$ cat src/rtl/rx_pkg.sv
// Shared types and constants for the parametrised UART receive path.
// RX_ERR_STATUS_EN adds per-entry error status to the receive FIFO.
package rx_pkg;

  localparam logic [2:0] ST_IDLE   = 3'd0;
  localparam logic [2:0] ST_START  = 3'd1;
  localparam logic [2:0] ST_DATA   = 3'd2;
  localparam logic [2:0] ST_PARITY = 3'd3;
  localparam logic [2:0] ST_STOP   = 3'd4;
  localparam logic [2:0] ST_BREAK  = 3'd5;

  typedef enum logic [1:0] {
    PAR_NONE = 2'd0,
    PAR_ODD  = 2'd1,
    PAR_EVEN = 2'd2
  } parity_mode_e;

  // Status carried next to the data word of each FIFO entry.
  typedef struct packed {
    logic parity_err;
    logic frame_err;
  } rx_status_t;

`ifdef RX_ERR_STATUS_EN
  localparam int STATUS_W = $bits(rx_status_t);
`else
  localparam int STATUS_W = 0;
`endif

  // xor_all is the XOR of every data bit and the received parity bit.
  function automatic logic parity_fail(input logic xor_all, input parity_mode_e mode);
    return (mode == PAR_ODD) ? ~xor_all : xor_all;
  endfunction

endpackage

$ cat src/rtl/rx_sync_fifo.sv
// Single-clock FIFO with registered read port and wrap-bit pointers.
// A push into a full FIFO is accepted only when a pop happens in the same cycle.
module rx_sync_fifo #(
  parameter int WIDTH = 8,
  parameter int DEPTH = 8
) (
  input  logic                     clk,
  input  logic                     rst,
  input  logic                     wr_en,
  input  logic [WIDTH-1:0]         wr_data,
  input  logic                     rd_en,
  output logic [WIDTH-1:0]         rd_data,
  output logic                     full,
  output logic                     empty,
  output logic [$clog2(DEPTH):0]   count
);

  localparam int AW = $clog2(DEPTH);

  logic [WIDTH-1:0] mem [DEPTH];
  logic [AW:0]      wr_ptr;
  logic [AW:0]      rd_ptr;
  logic             do_rd;
  logic             do_wr;

  assign empty = (wr_ptr == rd_ptr);
  assign full  = (wr_ptr[AW] != rd_ptr[AW]) && (wr_ptr[AW-1:0] == rd_ptr[AW-1:0]);
  assign count = wr_ptr - rd_ptr;
  assign do_rd = rd_en && !empty;
  assign do_wr = wr_en && (!full || do_rd);

  always_ff @(posedge clk) begin
    if (!rst) begin
      wr_ptr  <= '0;
      rd_ptr  <= '0;
      rd_data <= '0;
    end else begin
      if (do_wr) wr_ptr <= wr_ptr + 1'b1;
      if (do_rd) begin
        rd_data <= mem[rd_ptr[AW-1:0]];
        rd_ptr  <= rd_ptr + 1'b1;
      end
    end
  end

  // Storage is not reset; the pointers define which entries are valid.
  always_ff @(posedge clk) begin
    if (do_wr) mem[wr_ptr[AW-1:0]] <= wr_data;
  end

endmodule

$ cat src/rtl/rx_unit_param.sv
// UART receiver: 2-FF synchroniser, oversampling frame FSM, error flags, receive FIFO.
// Define RX_ERR_STATUS_EN to also store errored frames with their status bits.
module rx_unit_param
  import rx_pkg::*;
#(
  parameter int DATA_BITS   = 8,
  parameter int PARITY_MODE = 2,
  parameter int STOP_BITS   = 1,
  parameter int OVERSAMPLE  = 16,
  parameter int FIFO_DEPTH  = 8
) (
  input  logic                          clk,
  input  logic                          rst,
  input  logic                          sample_tick,
  input  logic                          rx,
  input  logic                          ren,
  output logic [DATA_BITS-1:0]          read_data,
  output logic                          rx_done,
  output logic                          parity_err,
  output logic                          frame_err,
  output logic                          overrun_err,
  output logic                          rx_full,
  output logic                          rx_empty,
  output logic [$clog2(FIFO_DEPTH):0]   fifo_count,
`ifdef RX_ERR_STATUS_EN
  output logic                          rd_parity_err,
  output logic                          rd_frame_err,
`endif
  output logic [2:0]                    state_dbg
);

  localparam int                TW        = $clog2(OVERSAMPLE);
  localparam logic [TW-1:0]     HALF_T    = TW'(OVERSAMPLE / 2 - 1);
  localparam logic [TW-1:0]     FULL_T    = TW'(OVERSAMPLE - 1);
  localparam logic [3:0]        LAST_BIT  = 4'(DATA_BITS - 1);
  localparam logic              LAST_STOP = 1'(STOP_BITS - 1);
  localparam parity_mode_e      PMODE     = parity_mode_e'(PARITY_MODE[1:0]);
  localparam int                EW        = DATA_BITS + STATUS_W;

  logic                 rx_s1, rx_s2;
  logic [2:0]           state;
  logic [TW-1:0]        tick_cnt;
  logic [3:0]           bit_cnt;
  logic                 stop_cnt;
  logic [DATA_BITS-1:0] shift_reg;
  logic                 par_bad;
  logic                 stop_bad;
  logic                 bit_edge;
  logic                 frame_end;
  logic                 fe_now;
  logic                 push_req;
  logic                 pop_acc;
  logic [EW-1:0]        fifo_wr;
  logic [EW-1:0]        fifo_rd;

  assign state_dbg = state;

  always_ff @(posedge clk) begin
    if (!rst) begin
      rx_s1 <= 1'b1;
      rx_s2 <= 1'b1;
    end else begin
      rx_s1 <= rx;
      rx_s2 <= rx_s1;
    end
  end

  // Bit-centre sample point once the start bit has been qualified.
  assign bit_edge  = sample_tick && (tick_cnt == FULL_T);
  assign frame_end = (state == ST_STOP) && bit_edge && (stop_cnt == LAST_STOP);
  assign fe_now    = stop_bad || !rx_s2;
  assign pop_acc   = ren && !rx_empty;

`ifdef RX_ERR_STATUS_EN
  assign push_req = frame_end;
  assign fifo_wr  = {par_bad, fe_now, shift_reg};
`else
  assign push_req = frame_end && !fe_now && !par_bad;
  assign fifo_wr  = shift_reg;
`endif

  always_ff @(posedge clk) begin
    if (!rst) begin
      state      <= ST_IDLE;
      tick_cnt   <= '0;
      bit_cnt    <= '0;
      stop_cnt   <= 1'b0;
      shift_reg  <= '0;
      par_bad    <= 1'b0;
      stop_bad   <= 1'b0;
      rx_done    <= 1'b0;
      parity_err <= 1'b0;
      frame_err  <= 1'b0;
    end else begin
      rx_done    <= frame_end;
      parity_err <= frame_end && par_bad;
      frame_err  <= frame_end && fe_now;
      case (state)
        ST_IDLE: begin
          if (!rx_s2) begin
            tick_cnt <= '0;
            bit_cnt  <= '0;
            stop_cnt <= 1'b0;
            par_bad  <= 1'b0;
            stop_bad <= 1'b0;
            state    <= ST_START;
          end
        end
        ST_START: begin
          if (sample_tick) begin
            if (tick_cnt == HALF_T) begin
              tick_cnt <= '0;
              state    <= rx_s2 ? ST_IDLE : ST_DATA;
            end else begin
              tick_cnt <= tick_cnt + 1'b1;
            end
          end
        end
        ST_DATA: begin
          if (sample_tick) begin
            if (tick_cnt == FULL_T) begin
              tick_cnt  <= '0;
              shift_reg <= {rx_s2, shift_reg[DATA_BITS-1:1]};
              bit_cnt   <= bit_cnt + 1'b1;
              if (bit_cnt == LAST_BIT) state <= (PMODE == PAR_NONE) ? ST_STOP : ST_PARITY;
            end else begin
              tick_cnt <= tick_cnt + 1'b1;
            end
          end
        end
        ST_PARITY: begin
          if (sample_tick) begin
            if (tick_cnt == FULL_T) begin
              tick_cnt <= '0;
              par_bad  <= parity_fail((^shift_reg) ^ rx_s2, PMODE);
              state    <= ST_STOP;
            end else begin
              tick_cnt <= tick_cnt + 1'b1;
            end
          end
        end
        ST_STOP: begin
          if (sample_tick) begin
            if (tick_cnt == FULL_T) begin
              tick_cnt <= '0;
              stop_cnt <= stop_cnt + 1'b1;
              if (!rx_s2) stop_bad <= 1'b1;
              // A line still held low at the last stop bit is a break condition.
              if (stop_cnt == LAST_STOP) state <= (fe_now && !rx_s2) ? ST_BREAK : ST_IDLE;
            end else begin
              tick_cnt <= tick_cnt + 1'b1;
            end
          end
        end
        ST_BREAK: begin
          if (rx_s2) state <= ST_IDLE;
        end
        default: state <= ST_IDLE;
      endcase
    end
  end

  // Sticky until the host drains an entry.
  always_ff @(posedge clk) begin
    if (!rst) begin
      overrun_err <= 1'b0;
    end else if (pop_acc) begin
      overrun_err <= 1'b0;
    end else if (push_req && rx_full) begin
      overrun_err <= 1'b1;
    end
  end

  rx_sync_fifo #(
    .WIDTH (EW),
    .DEPTH (FIFO_DEPTH)
  ) u_fifo (
    .clk     (clk),
    .rst     (rst),
    .wr_en   (push_req),
    .wr_data (fifo_wr),
    .rd_en   (ren),
    .rd_data (fifo_rd),
    .full    (rx_full),
    .empty   (rx_empty),
    .count   (fifo_count)
  );

  assign read_data = fifo_rd[DATA_BITS-1:0];
`ifdef RX_ERR_STATUS_EN
  assign {rd_parity_err, rd_frame_err} = fifo_rd[EW-1 -: 2];
`endif

endmodule

$ cat config.mk
export PLATFORM = sky130hd
export DESIGN_NAME = rx_unit_param
export DESIGN_NICKNAME = d
export VERILOG_FILES = /design/src/rtl/rx_pkg.sv /design/src/rtl/rx_sync_fifo.sv /design/src/rtl/rx_unit_param.sv
export SDC_FILE = /design/constraint.sdc
export NUM_CORES = 1
export LEC_CHECK = 0
export BUFFER_PORTS_ARGS = -buffer_cell sky130_fd_sc_hd__buf_2
export CORE_UTILIZATION = 52
export CTS_CLUSTER_SIZE = 8
export DETAILED_ROUTE_END_ITERATION = 10
export HOLD_SLACK_MARGIN = 0.15
export PLACE_DENSITY_LB_ADDON = 0.08
export SLEW_MARGIN = 25
export SYNTH_ARGS = -nofsm -noshare
export SYNTH_HDL_FRONTEND = slang
export SYNTH_SLANG_ARGS = --single-unit
$ cat constraint.sdc
create_clock -name clk -period 3.2 [get_ports clk]
set_input_delay 0.48 -clock clk [delete_from_list [all_inputs] [get_ports clk]]
set_output_delay 0.48 -clock clk [all_outputs]
set_load 0.01 [all_outputs]
### Word-level counts from Yosys, hierarchy flattened

Memory sizes are Yosys's and may differ from the RTL's. A register that Yosys moved wholly into a read port is not among the register bits.
Index checks and enable logic that the tools add are counted.

| storage, ports and cells | value |
|---|---|
| bits in registers | 36 |
| bits in writable memories | 64 |
| bits of input ports | 5 |
| memories | 1 |

| cells by class | value |
|---|---|
| add/sub/neg operators | 6 |
| eq/ne operators | 25 |
| muxes and demuxes | 37 |
| bitwise logic cells | 3 |
| reductions and logical operators | 35 |

Memory list:

| memory | depth | bits a word | rd ports | clocked after memory_dff | write ports | RTL line | source |
|---|---|---|---|---|---|---|---|
| u_fifo.mem | 8 | 8 | 1 | 1 | 1 | rx_sync_fifo.sv:20 | `logic [WIDTH-1:0] mem [DEPTH];` |

Operators by type and width:

| cell | count |
|---|---|
| 2-to-1 mux 3 bit | 13 |
| 2-to-1 mux 4 bit | 7 |
| inequality test 2 bit (second input constant) | 12 |
| case mux 3 bit (6 select lines) | 1 |
| adder 4 x 1 -> 4 bit (second input constant) | 4 |
| AND reduction 4 bit | 4 |
| logical AND 1 bit | 12 |
| case mux 4 bit (3 select lines) | 1 |
| AND reduction 12 bit | 1 |
| 2-to-1 mux 1 bit | 10 |
| equality test 4 x 3 -> 1 bit (second input constant) | 2 |
| case mux 4 bit (2 select lines) | 1 |
| XOR reduction 8 bit | 1 |
| equality test 3 x 2 -> 1 bit (second input constant) | 2 |
| equality test 3 bit (second input constant) | 2 |
| zero test 1 bit | 6 |
| case mux 1 bit (2 select lines) | 3 |
| nonzero test 2 bit | 3 |
| AND reduction 5 bit | 1 |
| equality test 4 bit | 1 |
| equality test 4 bit (second input constant) | 1 |
| inequality test 2 x 1 -> 1 bit (second input constant) | 2 |
| subtractor 4 bit | 1 |
| equality test 3 x 1 -> 1 bit (second input constant) | 1 |
| other kinds (12) | 14 |

### Depth between registers and ports, before layout

Gate-level depths: netlist of run 1.

| depth | value |
|---|---|
| depth in word-level cells | 9 |
| mapped depth | 10 |
| mapped depth without buffers | 7 |

### Modules after synthesis

Synthesis of run 1 repeated with hierarchy kept, for this count alone.

| unflattened totals | value |
|---|---|
| cell total of the unflattened synthesis | 366 |
| area, all modules | 4648.2 um^2 |

By module, submodules not included:

| module | instances | cells each | area an instance (um^2) | seq. area each (um^2) |
|---|---|---|---|---|
| rx_sync_fifo | 1 | 208 | 3285.7 | 2242.2 |
| rx_unit_param | 1 | 158 | 1362.6 | 560.5 |

### Worst setup path after synthesis of run 1

No wires, ideal clock.

| timing | value |
|---|---|
| path kind | flip-flop to flip-flop |
| start point | register u_fifo.rd_ptr[1] |
| end point | memory u_fifo.mem[3][0] (enable) |
| setup time | 0.395 ns |
| data arrival time | 2.742 ns |
| required time | 2.805 ns |
| path slack | 0.063 ns |
| cell stages (with the launch flop) | 9 |
| cell sequence | dfxtp_1 > clkbuf_1 > clkbuf_1 > inv_1 > ha_1 > nand3_1 > nor3_1 > nand2b_1 > nor4_1 |

| between the ends | value |
|---|---|
| longest elaborated chain between the ends | 7 |
| elaborated cells between the ends (all ways) | 10 |

RTL lines:

| what | RTL line | source |
|---|---|---|
| start, declared | rx_sync_fifo.sv:22 | `logic [AW:0] rd_ptr;` |
| start signal, assigned | rx_sync_fifo.sv:41 | `rd_ptr <= rd_ptr + 1'b1;` |
| equality test 4 bit or equality test 3 bit (tied branches) | rx_sync_fifo.sv:26, rx_sync_fifo.sv:27 |  |
| zero test 1 bit or logical AND 1 bit (tied branches) | rx_sync_fifo.sv:29, rx_sync_fifo.sv:27 |  |
| logical AND 1 bit or zero test 1 bit (tied branches) | rx_sync_fifo.sv:29, rx_sync_fifo.sv:30 |  |
| logical OR 1 bit (*) | rx_sync_fifo.sv:30 | `assign do_wr = wr_en && (!full \|\| do_rd);` |
| logical AND 1 bit (*) | rx_sync_fifo.sv:30 |  |
| 2-to-1 mux 1 bit (*) | rx_sync_fifo.sv:48 | `if (do_wr) mem[wr_ptr[AW-1:0]] <= wr_data;` |
| 2-to-1 mux 1 bit (implied by the code) (*) | rx_sync_fifo.sv:48 |  |
| end, declared | rx_sync_fifo.sv:20 |  |

Every way passes the cells marked *; elsewhere a longest branch is shown, timed or not.

### Worst setup path in the final report of run 1

| timing | value |
|---|---|
| start point | register tick_cnt[0] |
| end point | memory u_fifo.mem[4][2] (enable) |

| between the ends | value |
|---|---|
| longest elaborated chain between the ends | 9 |

RTL lines:

| what | RTL line | source |
|---|---|---|
| start, declared | rx_unit_param.sv:42 | `logic [TW-1:0] tick_cnt;` |
| start signal, assigned | rx_unit_param.sv:115 | `tick_cnt <= tick_cnt + 1'b1;` |
| start signal, assigned | rx_unit_param.sv:127 | `tick_cnt <= tick_cnt + 1'b1;` |
| start signal, assigned | rx_unit_param.sv:138 | `tick_cnt <= tick_cnt + 1'b1;` |
| equality test 4 bit | rx_unit_param.sv:69 | `assign bit_edge = sample_tick && (tick_cnt == FULL_T);` |
| logical AND 1 bit | rx_unit_param.sv:69 |  |
| logical AND 1 bit (2 in series) | rx_unit_param.sv:70 | `assign frame_end = (state == ST_STOP) && bit_edge && (stop_cnt == LAST_STOP);` |
| logical AND 1 bit (2 in series) | rx_unit_param.sv:78 | `assign push_req = frame_end && !fe_now && !par_bad;` |
| logical AND 1 bit | rx_sync_fifo.sv:30 |  |
| 2-to-1 mux 1 bit | rx_sync_fifo.sv:48 |  |
| 2-to-1 mux 1 bit (implied by the code) | rx_sync_fifo.sv:48 |  |

No other way between the ends.

==> flow_summary.toml, run 1 <==
[hold_path]
holdCritPathClass = "input pin to flop"
worstHoldStart = "rx"

[logic_synthesis]
yosysWarnings = 0
synth_top_flop_cell = "edfxtp_1"
synth_cell_types = 48
synth-edff-count = 64
synth_area_per_cell_sq_um = 12.5
yosysSeqAreaShare_pct = 61.6
syn-cell-area_sq_mm = 0.00455
netlist_instances = 364
synthArstFlopShare_pct = 0
syn_nets = 377
ys_ff_latch = 108

[floorplan]
coreArea_sq_mm = 0.00834
initial_core_util_pct = 54.5
dieArea_sq_mm = 0.00912
rows = 33
die_w_um = 95.5
boundaryPins = 26
die_h_um = 95.5

[detailed_routing]
drt_iter0_markers = 149
routed_via_density = 5.55
drtPass1Iterations = 4
post-route-drc-count = 0
ant_nets = 0
wl_per_cell_um = 16.4
drt_wl_total_um = 8260
vias = 2802

[power_and_ir_drop]
pwr_density_cell_mw_per_mm2 = 464
max-vdd-ir-drop_uv = 273
p_leak_nw = 1.86
finalPower_w = 0.00233

[worst_setup_path]
timing.rr.start = "tick_cnt[0]$_SDFFE_PN0P_"
worst_setup_path_end_kind = "flop"
cp_max_fo = 8
crit_required_ps = 3270
path_class = "flop to flop"
critical_path_arrival_ps = 2610
start_kind = "flop"
startpoint = "tick_cnt[0]$_SDFFE_PN0P_"

[sta]
worst_pin_slew_ps = 972
fin_crit_ps = 2550
fmax_mhz = 393
finalWorstSetupSlack_ps = 655
setup_viol = 0
hold_viol = 0
finalCritPeriodShare_pct = 79.5
slew_headroom_pct = 34.7
fin_skew_ps = 14.5
setup_tns_ps = 0
rsz0062_at_grt = "false"
report.final.slew_viol_count = 0

[finish]
synthToLayoutAreaGrowth_pct = 10.5
final_net_count = 408
final_common_cell = "edfxtp_1"
final_cell_mix = "64 x edfxtp_1, 46 x nand2_1, 44 x dfxtp_1"
drive_above_1_share_pct = 19.0
fillCellCount = 694
diodes = 0

[clock_network]
hold_buffers = 0
clk_pin_slew_ps = 110
cts_inserted_buffers = 9
cts_setup_buffers = 0
cts.sinks = 108
postCtsResizedCells = 0
clockRootBuffer = "clkbuf_8"
cts_tree = "built"
cts_buffer_depth = 2
htreeDepth = 3
insertion_delay_ps = 360

[status]
status = "finished clean"

[place]
place_ws_ps = 686
gp_congestion = 0.800
place_hpwl_um = 5700
port_buffers = 25

[grt]
grt_start_max_net_pins = 28
grt_usage_pct = 20.1
grt_pass1_vias = 2703
overflow = 0
antenna_found_initial = 0
grt_pass1_wl_um = 13600

[run]
drv_cap = 0
==> critical path, cell delays in order, from the launching register on <==
cell and delay (ps):
dfxtp_1 390, ha_1 280, nand4_1 280, or4_4 640, nor2_2 180, nand2_1 110
nor3_1 160, buf_4 210
==> path summary, 6_finish.rpt <==
path	cells after the start	slack (ps)	endpoint
min reg2reg	1	420	rx_s2$_SDFF_PN1_
max reg2reg	7	650	u_fifo.mem[4][2]$_DFFE_PP_
min	2	290	rx_s1$_SDFF_PN1_
max	7	650	u_fifo.mem[4][2]$_DFFE_PP_
==> state kept, by name, summed over array words and instances (netlist names) <==
name / count
rx_done: 1
overrun_err: 1
frame_err: 1
state_dbg: 3
u_fifo.rd_data: 8
u_fifo.wr_ptr: 4
u_fifo.rd_ptr: 4
u_fifo.mem: 64
rx_s1: 1
fifo_wr: 8
par_bad: 1
parity_err: 1
rx_s2: 1
stop_bad: 1
bit_cnt: 4
stop_cnt: 1
tick_cnt: 4
==> metrics by stage <==
| stage | hold WS, ps | utilization (%) | instances | instance area [sq um] |
|---|---|---|---|---|
| 4_1_cts | 279 | 60.2 | 505 | 5020 |
| 5_1_grt | 278 | 60.2 | 505 | 5020 |
| 3_5_place_dp | 397 | 57.9 | 489 | 4830 |
| 3_3_place_gp | 397 | 57.9 | 489 | 4830 |
| 6_report | 291 | 60.2 | 505 | 5020 |
| 2_1_floorplan | 386 | - | 364 | 4550 |
==> layer usage <==
metal  global-route usage, %  wire length, um  share of wire (%)
met1                    27.9             4110                 50
met2                    31.2             3750                 45
met3                    5.42              290                3.5
met4                    5.85              112                1.4
met5                       0                0                  0
==> cell type report <==
cell class                 instances  area [sq um]  share of cell area (%)
timing repair buffer              38           223                    4.43
tap                              105           131                    2.61
clock inverter                     7          73.8                    1.47
clock buffer                       9           124                    2.47
inverter                          12          45.0                   0.896
sequential                       108          2800                    55.8
multi-input combinational        226          1630                    32.3
==> synthesized netlist by cell type, types with 7 or more instances <==
cell type  instances  area share, %
ha_1               7            1.9
nor3_1             8           0.88
nor2_1            36            3.0
inv_1             11           0.91
xnor2_1           14            2.7
mux4_2            16            7.9
clkbuf_1          14            1.2
nand2_1           46            3.8
o21ai_0            7           0.77
edfxtp_1          64             42
dfxtp_1           44             19
a311oi_1           8            1.5
nand3_1            9           0.99
a21oi_1           19            2.1
==> kinds of logic after synthesis <==
logic type / count (synthesis) / synth area share (%)
buffers and inverters: 30 / 2.64
DFF: 108 / 61.6
and+or+nand+nor: 127 / 13.4
AOI/OAI and AO/OA: 52 / 7.26
muxes: 19 / 8.58
xor gates and xnor gates: 20 / 4.15
adders and majority gates: 8 / 2.37
==> power by group <==
| part | internal [W] | switching (W) |
|---|---|---|
| registers | 0.00146 | 0.00000556 |
| logic | 0.0000142 | 0.0000237 |
| clock network | 0.000370 | 0.000462 |
Power figures use the tool's default switching activity.
==> run 2, diff against run 1 <==
==> constraint.sdc (replaced) <==
create_clock -name clk -period 2.4 [get_ports clk]
set_input_delay 0.36 -clock clk [delete_from_list [all_inputs] [get_ports clk]]
set_output_delay 0.36 -clock clk [all_outputs]
set_load 0.01 [all_outputs]
==> run 2 against run 1 <==
  * Maximum frequency grew 13%
  * Total power is 42% higher
  * Clock power rose by 59%
  * Worst hold slack got worse by 120 ps
  * Cell count up 3.2%
==> flow_summary.toml, run 2 (same netlist as run 1, synthesis figures left out) <==
[clock_network]
cts_setup_buffers = 0
cts_inserted_buffers = 9
cts_tree = "built"
htreeDepth = 3
clockRootBuffer = "clkbuf_8"
cts.sinks = 108
hold_buffers = 0
insertion_delay_ps = 370
clk_pin_slew_ps = 100
postCtsResizedCells = 0
cts_buffer_depth = 2

[status]
status = "finished clean"

[floorplan]
dieArea_sq_mm = 0.00912
initial_core_util_pct = 54.5
die_h_um = 95.5
boundaryPins = 26
die_w_um = 95.5
coreArea_sq_mm = 0.00834
rows = 33

[finish]
fillCellCount = 670
final_common_cell = "edfxtp_1"
synthToLayoutAreaGrowth_pct = 15.8
final_cell_mix = "64 x edfxtp_1, 46 x nand2_1, 43 x dfxtp_1"
final_net_count = 424
final_cell_area_sq_mm = 0.00527
largest_reg_flops = 64
final_core_util_pct = 63.1
diodes = 0
drive_above_1_share_pct = 24.5

[power_and_ir_drop]
p_clk_share_pct = 39.7
p_comb_share_pct = 1.8
p_sw_share_pct = 19.8
pwr_density_cell_mw_per_mm2 = 631
sequentialPowerShare_pct = 58.5
max-vdd-ir-drop_uv = 381
p_leak_nw = 2.00
power_switching_w = 0.000658
p_int_w = 0.00266

[sta]
fin_crit_ps = 2260
worst_pin_slew_ps = 857
report.final.slew_viol_count = 0
finalCritPeriodShare_pct = 94.1
fin_skew_ps = 18.6
setup_viol = 0
slew_headroom_pct = 42.1
fmax_mhz = 443
rsz0062_at_grt = "false"
hold_viol = 0

[hold_path]
holdCritPathClass = "input pin to flop"

[run]
drv_cap = 0

[detailed_routing]
post-route-drc-count = 0
wl_per_cell_um = 16.5
drt_iter0_markers = 128
ant_nets = 0
drt_wl_total_um = 8580
vias = 2877
drtPass1Iterations = 5
routed_via_density = 5.52

[grt]
grt_start_max_net_pins = 26
grt_pass1_wl_um = 14000
overflow = 0
antenna_found_initial = 0
grt_usage_pct = 21.1
grt_pass1_vias = 2780

[worst_setup_path]
worst_setup_path_end_kind = "flop"
start_kind = "flop"
cp_max_fo = 8
crit_required_ps = 2470
critical_path_arrival_ps = 2330
path_class = "flop to flop"

[place]
place_hpwl_um = 5940
port_buffers = 25
gp_congestion = 0.817
dpl_cell_area_sq_mm = 0.00502
==> run 2: critical path, stage by stage, from the launching register on <==
cell and delay (ps):
dfxtp_1 370, ha_2 240, nand4_1 150, or4_4 590
nor2_2 180, nand2_1 120, nor3_2 130, buf_4 200
==> run 2: routing by layer <==
| layer | track usage, % | up-vias | routed length (um) |
|---|---|---|---|
| met5 | 0 | - | 0 |
| li1 | - | 1427 | - |
| met2 | 34.9 | 58 | 4210 |
| met3 | 5.02 | 7 | 338 |
| met1 | 28.2 | 1385 | 3950 |
| met4 | 5.10 | 0 | 77 |
==> run 2: worst paths after layout <==
kind | startpoint | to | slack [ps] | depth (start not counted)
hold / removal | rx | rx_s1$_SDFF_PN1_ | 170 | 2
hold reg to reg | rx_s1$_SDFF_PN1_ | rx_s2$_SDFF_PN1_ | 420 | 1
setup / recovery | tick_cnt[1]$_SDFFE_PN0P_ | u_fifo.mem[4][1]$_DFFE_PP_ | 140 | 7
setup reg to reg | tick_cnt[1]$_SDFFE_PN0P_ | u_fifo.mem[4][1]$_DFFE_PP_ | 140 | 7
==> run 2: power groups by stage <==
stage / sequential, W / combinational (W) / clock (W)
finish: 0.00195 / 0.0000592 / 0.00132
global route: 0.00195 / 0.0000659 / 0.00141
CTS: 0.00195 / 0.0000593 / 0.00134
detailed placement: 0.00199 / 0.0000589 / 0
global placement: 0.00199 / 0.0000587 / 0
floorplan: 0.00199 / 0.0000377 / 0
==> run 2: area by class of cell <==
type,instances,area [sq um],area share [%]
Timing Repair Buffer,54,343,6.51
Clock buffer,9,124,2.35
Tap cell,105,131,2.50
Multi-Input combinational cell,226,1700,32.2
Clock inverter,7,120,2.28
Sequential cell,108,2800,53.3
Inverter,12,45.0,0.856
==> run 2: per-stage QoR <==
| step | power (W) | instances | hold slack, ps | TNS, ps | setup WS (ps) |
|---|---|---|---|---|---|
| global placement | 0.00205 | 505 | 396 | 0 | 192 |
| finish | 0.00332 | 521 | 170 | 0 | 141 |
| floorplan | 0.00203 | 364 | 386 | -1780 | -78.9 |
| CTS | 0.00334 | 521 | 154 | 0 | 95.6 |
| global route | 0.00342 | 521 | 158 | 0 | 18.6 |
| detailed placement | 0.00205 | 505 | 397 | 0 | 117 |
